--- config.mk ---
export PLATFORM = sky130hd
export DESIGN_NAME = if_id_stage
export DESIGN_NICKNAME = d
export VERILOG_FILES = /design/src/rtl/if_id_stage.sv
export SDC_FILE = /design/constraint.sdc
export NUM_CORES = 1
export LEC_CHECK = 0
export BUFFER_PORTS_ARGS = -buffer_cell sky130_fd_sc_hd__clkbuf_2
export CORE_AREA = 2 2 115 117
export DETAILED_ROUTE_END_ITERATION = 12
export DIE_AREA = 0 0 117 119
export HOLD_SLACK_MARGIN = 0.05
export PLACE_DENSITY = 0.74
export SYNTH_ARGS = -nofsm -noshare
export SYNTH_HDL_FRONTEND = slang
export SYNTH_SLANG_ARGS = --single-unit
--- constraint.sdc ---
create_clock -name clk -period 4.94 [get_ports clk]
set_clock_uncertainty 0.05 [all_clocks]
set_input_delay 0.247 -clock clk [delete_from_list [all_inputs] [get_ports clk]]
set_output_delay 0.247 -clock clk [all_outputs]
set_load 0.05 [all_outputs]
--- src/rtl/if_id_stage.sv ---
// Fetch-to-decode stage: 2-entry skid buffer that slices decoded MIPS fields from the head entry.
// Optional perf counters (stall_cnt, flush_cnt) are built when IFID_PERF_CNT_EN is defined.
module if_id_stage #(
  parameter int              PC_W         = 32,
  parameter logic [PC_W-1:0] RESET_PC_TAG = '0
) (
  input  logic            clk,
  input  logic            rst,
  input  logic            in_valid,
  output logic            in_ready,
  input  logic [31:0]     in_instr,
  input  logic [PC_W-1:0] in_pc,
  input  logic            flush,
  output logic            out_valid,
  input  logic            out_ready,
  output logic [PC_W-1:0] out_pc,
  output logic [5:0]      out_opcode,
  output logic [4:0]      out_rs,
  output logic [4:0]      out_rt,
  output logic [4:0]      out_rd,
  output logic [4:0]      out_shamt,
  output logic [5:0]      out_funct,
  output logic [15:0]     out_imm
`ifdef IFID_PERF_CNT_EN
  ,
  output logic [31:0]     stall_cnt,
  output logic [15:0]     flush_cnt
`endif
);

  typedef struct packed {
    logic [31:0]     instr;
    logic [PC_W-1:0] pc;
  } entry_t;

  logic   main_valid, skid_valid;
  entry_t main_e, skid_e, in_e;
  logic   accept, deliver;

  assign in_e    = '{instr: in_instr, pc: in_pc};
  assign in_ready  = !skid_valid;
  assign out_valid = main_valid;
  assign accept  = in_valid & in_ready;
  assign deliver = out_valid & out_ready;

  always_ff @(posedge clk or posedge rst) begin
    if (rst) begin
      main_valid <= 1'b0;
      skid_valid <= 1'b0;
      main_e     <= '0;
      skid_e     <= '0;
    end else if (flush) begin
      main_valid <= 1'b0;
      skid_valid <= 1'b0;
    end else if (!main_valid) begin
      if (accept) begin
        main_e     <= in_e;
        main_valid <= 1'b1;
      end
    end else if (!skid_valid) begin
      if (accept && deliver) begin
        main_e <= in_e;
      end else if (accept) begin
        skid_e     <= in_e;
        skid_valid <= 1'b1;
      end else if (deliver) begin
        main_valid <= 1'b0;
      end
    end else if (deliver) begin
      // skid promotes to head so program order is kept
      main_e     <= skid_e;
      skid_valid <= 1'b0;
    end
  end

  // Outputs are masked while empty so nothing stale leaks downstream
  always_comb begin
    out_pc     = RESET_PC_TAG;
    out_opcode = '0;
    out_rs     = '0;
    out_rt     = '0;
    out_rd     = '0;
    out_shamt  = '0;
    out_funct  = '0;
    out_imm    = '0;
    if (main_valid) begin
      out_pc     = main_e.pc;
      out_opcode = main_e.instr[31:26];
      out_rs     = main_e.instr[25:21];
      out_rt     = main_e.instr[20:16];
      out_rd     = main_e.instr[15:11];
      out_shamt  = main_e.instr[10:6];
      out_funct  = main_e.instr[5:0];
      out_imm    = main_e.instr[15:0];
    end
  end

`ifdef IFID_PERF_CNT_EN
  always_ff @(posedge clk or posedge rst) begin
    if (rst) begin
      stall_cnt <= '0;
      flush_cnt <= '0;
    end else begin
      if (out_valid && !out_ready && stall_cnt != '1) stall_cnt <= stall_cnt + 32'd1;
      if (flush && (main_valid || skid_valid) && flush_cnt != '1) flush_cnt <= flush_cnt + 16'd1;
    end
  end
`endif

endmodule
# ---- Yosys cells after proc, flatten, opt, wreduce, memory -nomap -nowiden
# Cells that the tools add are included.
dict set report totals {
  register_bits 130
  elab_cells 43
}
dict set report op_classes {
  n_eq_ne 2
  n_mux 24
  bitwise_logic 5
  n_reduce_logical 6
}
# cell count
set ops {}
lappend ops {{64-bit two-way mux} 5}
lappend ops {{32-bit two-way mux} 1}
lappend ops {{5-bit two-way mux} 4}
lappend ops {{16-bit two-way mux} 1}
lappend ops {{6-bit two-way mux} 2}
lappend ops {{1-bit two-way mux} 11}
lappend ops {{5-bit AND reduction} 1}
lappend ops {{4-bit AND reduction} 1}
lappend ops {{2-bit nonzero test} 2}
lappend ops {{3-bit by 1-bit != test with 1-bit output, second input constant} 1}
lappend ops {{3-bit by 2-bit != test with 1-bit output, second input constant} 1}
lappend ops {{1-bit inverter} 3}
lappend ops {{1-bit bitwise AND} 2}
lappend ops {{1-bit logical AND} 1}
lappend ops {{1-bit zero test} 1}

# ---- Depth between registers and ports, before layout
dict set report logic_depth {
  depth_word 7
  mapped_depth 5
  depth_no_buf 3
}

# ---- Least setup slack after synthesis
# Ideal clock, no wire load.
dict set report synth_timing {
  path_type {register to output}
  startpoint {register main_valid (netlist: out_valid)}
  endpoint {output out_imm[3]}
  t_arrival_ns 1.988
  required_time_ns 4.643
  setup_slack_ns 2.655
  path_stages_with_launch 5
  path_buffers 3
  cell_sequence {dfrtp_1 -> clkbuf_1 -> clkbuf_1 -> and2_1 -> buf_4}
}
dict set report synth_between {
  elab_chain_cells 1
}
# item line_no
set synth_rtl {}
lappend synth_rtl {{start: declaration} 36} ;# logic main_valid, skid_valid;
lappend synth_rtl {{start signal: assignment} 48} ;# main_valid <= 1'b0;
lappend synth_rtl {{start signal: assignment} 53} ;# main_valid <= 1'b0;
lappend synth_rtl {{start signal: assignment} 58} ;# main_valid <= 1'b1;
lappend synth_rtl {{16-bit two-way mux} 86} ;# if (main_valid) begin
lappend synth_rtl {{end: declaration} 23} ;# output logic [15:0] out_imm
# No other way between the ends.

# ---- Final worst setup path
dict set report layout_timing {
  startpoint {register main_valid (netlist: out_valid)}
  endpoint {register main_e[25] in the netlist's numbering}
}
dict set report layout_between {
  elab_chain_cells 4
  word_cells_on_any_way 7
  classes_between {eq/ne (2); mux (1); bitwise (1); reduce/logical (3)}
}
# item line_no
set layout_rtl {}
lappend layout_rtl {{1-bit bitwise AND} 44} ;# assign deliver = out_valid & out_ready;
lappend layout_rtl {{1-bit logical AND} 61} ;# if (accept && deliver) begin
lappend layout_rtl {{3-bit by 1-bit != test with 1-bit output (no line)} n/a}
lappend layout_rtl {{4-bit AND reduction (no line)} n/a}
lappend layout_rtl {{end signal: assignment} 57} ;# main_e <= in_e;
lappend layout_rtl {{end signal: assignment} 62} ;# main_e <= in_e;
lappend layout_rtl {{end signal: assignment} 71} ;# main_e <= skid_e;
lappend layout_rtl {{end: declaration} 37} ;# entry_t main_e, skid_e, in_e;
# Parallel ways exist; a longest one is shown, timed or not.
# A chain may end at the register's enable or synchronous reset.

==> flow_summary.ini <==
[clock_tree]
post-cts-setup-buffer-count = 0
numClockSinks = 130
cts_buffer_depth = 2
clk_latency_ps = 410
cts_tree = built
clockRootBuffer = clkbuf_16
clk_pin_slew_ps = 50
cts_max_level = 4
cts-buffers-inserted = 17

[critical_path]
critPathKind = register to register
reg2reg_slack_ps = 1850
cp.required_ps = 5180
endpoint_kind = register
worstSetupStartpointType = register
reg2reg_to = main_e[25]
rr_worst_depth = 4
rr_startpoint = out_valid
cp_max_fo = 71
cp.arrival_ps = 3320

[grt]
grt_usage_pct = 19.5
overflow = 0
grt_pass1_wl_um = 21200
antenna_found_initial = 0
grt_pass1_vias = 4435
grt_max_degree = 77

[synthesis]
synth_ff_type = dfrtp_1
synthArstFlopShare_pct = 100
syn-instance-count = 440
yosysWarnings = 0
synth.top_cell.area_share_pct = 52.6
synth_commonest_cells = mux2_2, dfrtp_1, and2_1
synth.net_count = 509
synth_edf_count = 0
ys_types = 16
syn-cell-area_mm2 = 0.00618
ys_ff_latch = 130
yosysTopAreaCell = dfrtp_1
synth_most_common_cell = mux2_2
synth_area_leaders = dfrtp_1, mux2_2, and2_1
synth-seq-area-share_pct = 52.6
synth.avg_cell_area_um2 = 14.0

[timing]
finalSetupTns_ps = 0
slew_headroom_pct = 25.9
setup_violations = 0
post-route-min-period_ps = 3090
max_freq_ghz = 0.324
period_share_pct = 62.5
rsz0062_at_grt = false
hold_violations = 0
slew_violations = 0
worst_pin_slew_ps = 1110

[floorplan]
die_area_mm2 = 0.0139
core.rowCount = 42
io_pins = 151
die_w_um = 117
core_area_mm2 = 0.0129
die_y_um = 119
initial_core_util_pct = 48.0

[place]
place_inst = 729
hpwlAfterDp_um = 7820
place_congestion = 0.694
portBuffers = 150

[final_layout]
n_antenna_cell = 0
n_fill_cell = 1008
area_delta_synth_final_pct = 30.8
layout.nets = 708
seqCellArea_mm2 = 0.00325
fin_cells = 823
drive_gt1_share_pct = 53.2
final_core_util_pct = 62.8
multi_input_comb_area_mm2 = 0.00264

[drt]
wl_met3_um = 717
drcViolationCount = 0
firstDrtPassIters = 4
routed_via_density = 4.92
highest_layer = met4
routed_wirelength_um = 12700
dr_wl_met2_um = 6230
wl_per_cell_um = 15.4
dr.first_iter.drc_count = 139
wl_met1_um = 5660
ant_nets = 0
vias = 4053

[min_path]
worstHoldEndpoint = skid_e[42]
hold_path_startpoint = in_instr[10]
hold_depth = 2
hp-class = input port to register

[pwr]
power_density_mw_per_mm2 = 404
clock_power_share_pct = 32.2
ir_worst_vdd_mv = 0.286
leakage_nw = 3.76
swShare_pct = 28.9
switching_power_mw = 0.943
pwr-share-comb_pct = 23.0
pwr-share-seq_pct = 44.8
p_int_mw = 2.32

[run]
max_cap_violations = 0

[status]
status = complete, no violations
[through the flow]
step / instance area [µm²] / setup WS [ps] / hold WS (ps) / power, mW
2_1_floorplan: 6180 / 1170 / 260 / 2.03
3_3_place_gp: 6930 / 1890 / 410 / 2.15
3_5_place_dp: 6930 / 1830 / 417 / 2.19
4_1_cts: 8080 / 1820 / 51.3 / 3.30
5_1_grt: 8080 / 1590 / 57.3 / 3.45
6_report: 8080 / 1850 / 71.3 / 3.26
[worst max-delay path, stage by stage (launching register included)]
cell	delay [ps]
dfrtp_2	1100
nand2_4	90
a221oi_4	840
buf_4	480
mux2_2	380
[power by group through the flow]
stage                     sequential [mW]  combinational, mW  clock [mW]
after floorplan                      1.43              0.599           0
after global placement               1.46              0.692           0
after detailed placement             1.48              0.714           0
after CTS                            1.46              0.758        1.08
after global routing                 1.50              0.811        1.13
final                                1.46              0.750        1.05
[registers in the layout, summed over array words and instances (netlist names)]
signal	flops
out_valid	1
main_e	64
skid_e	64
skid_valid	1
[area by class of cell]
cell class,instances,area share (%)
clock buffer,26,5.93
clock inverter,1,0.0619
inverter,3,0.170
multi-input combinational,264,32.7
sequential,130,40.3
tap,176,2.72
timing repair buffer,223,18.1
[cells by family after synthesis]
kind of cell,share of synthesized area (%)
AND/OR/NAND/NOR,6.82
multiplexers,35.0
flip-flops,52.6
AO/OA/AOI/OAI,0.790
buffers and inverters,4.78
[cells in the final DEF (no fill, tap or decap)]
master / netlist / layout
mux2_2: 163 / 163
clkbuf_2: 0 / 150
dfrtp_1: 130 / 129
dlygate4sd3_1: 0 / 67
and2_1: 64 / 64
mux2_1: 29 / 29
clkbuf_16: 0 / 17
clkbuf_1: 7 / 7
buf_4: 16 / 6
inv_1: 3 / 2
a21oi_1: 2 / 2
clkbuf_8: 0 / 2
nand2b_1: 1 / 1
nor4b_2: 0 / 1
nand2_4: 0 / 1
a221oi_4: 1 / 1
o21ai_0: 1 / 1
inv_4: 0 / 1
a211oi_1: 1 / 1
clkinv_2: 0 / 1
dfrtp_2: 0 / 1
[per-layer routing]
| metal | GRT usage, % | vias to the layer above |
|---|---|---|
| met5 | 0 | - |
| met4 | 4.85 | 0 |
| met2 | 31.8 | 120 |
| li1 | - | 1901 |
| met1 | 24.8 | 2024 |
| met3 | 6.97 | 8 |
[how the worst max path moves through the flow]
stage	start	to	slack, ps
2_1_floorplan	rst	main_e[0]	1170
3_3_place_gp	out_valid	main_e[5]	1890
3_5_place_dp	out_valid	main_e[18]	1830
4_1_cts	out_valid	main_e[4]	1820
5_1_grt	out_valid	main_e[20]	1590
6_report	out_valid	main_e[25]	1850
[repair_timing]
item | in CTS | in global routing
gates resized for setup | 0 | 0
hold buffers | 67 | 0
endpoints found under the setup margin | 0 | 0
endpoints found under the hold margin | 140 | 0
(Power assumes the default switching activity.)
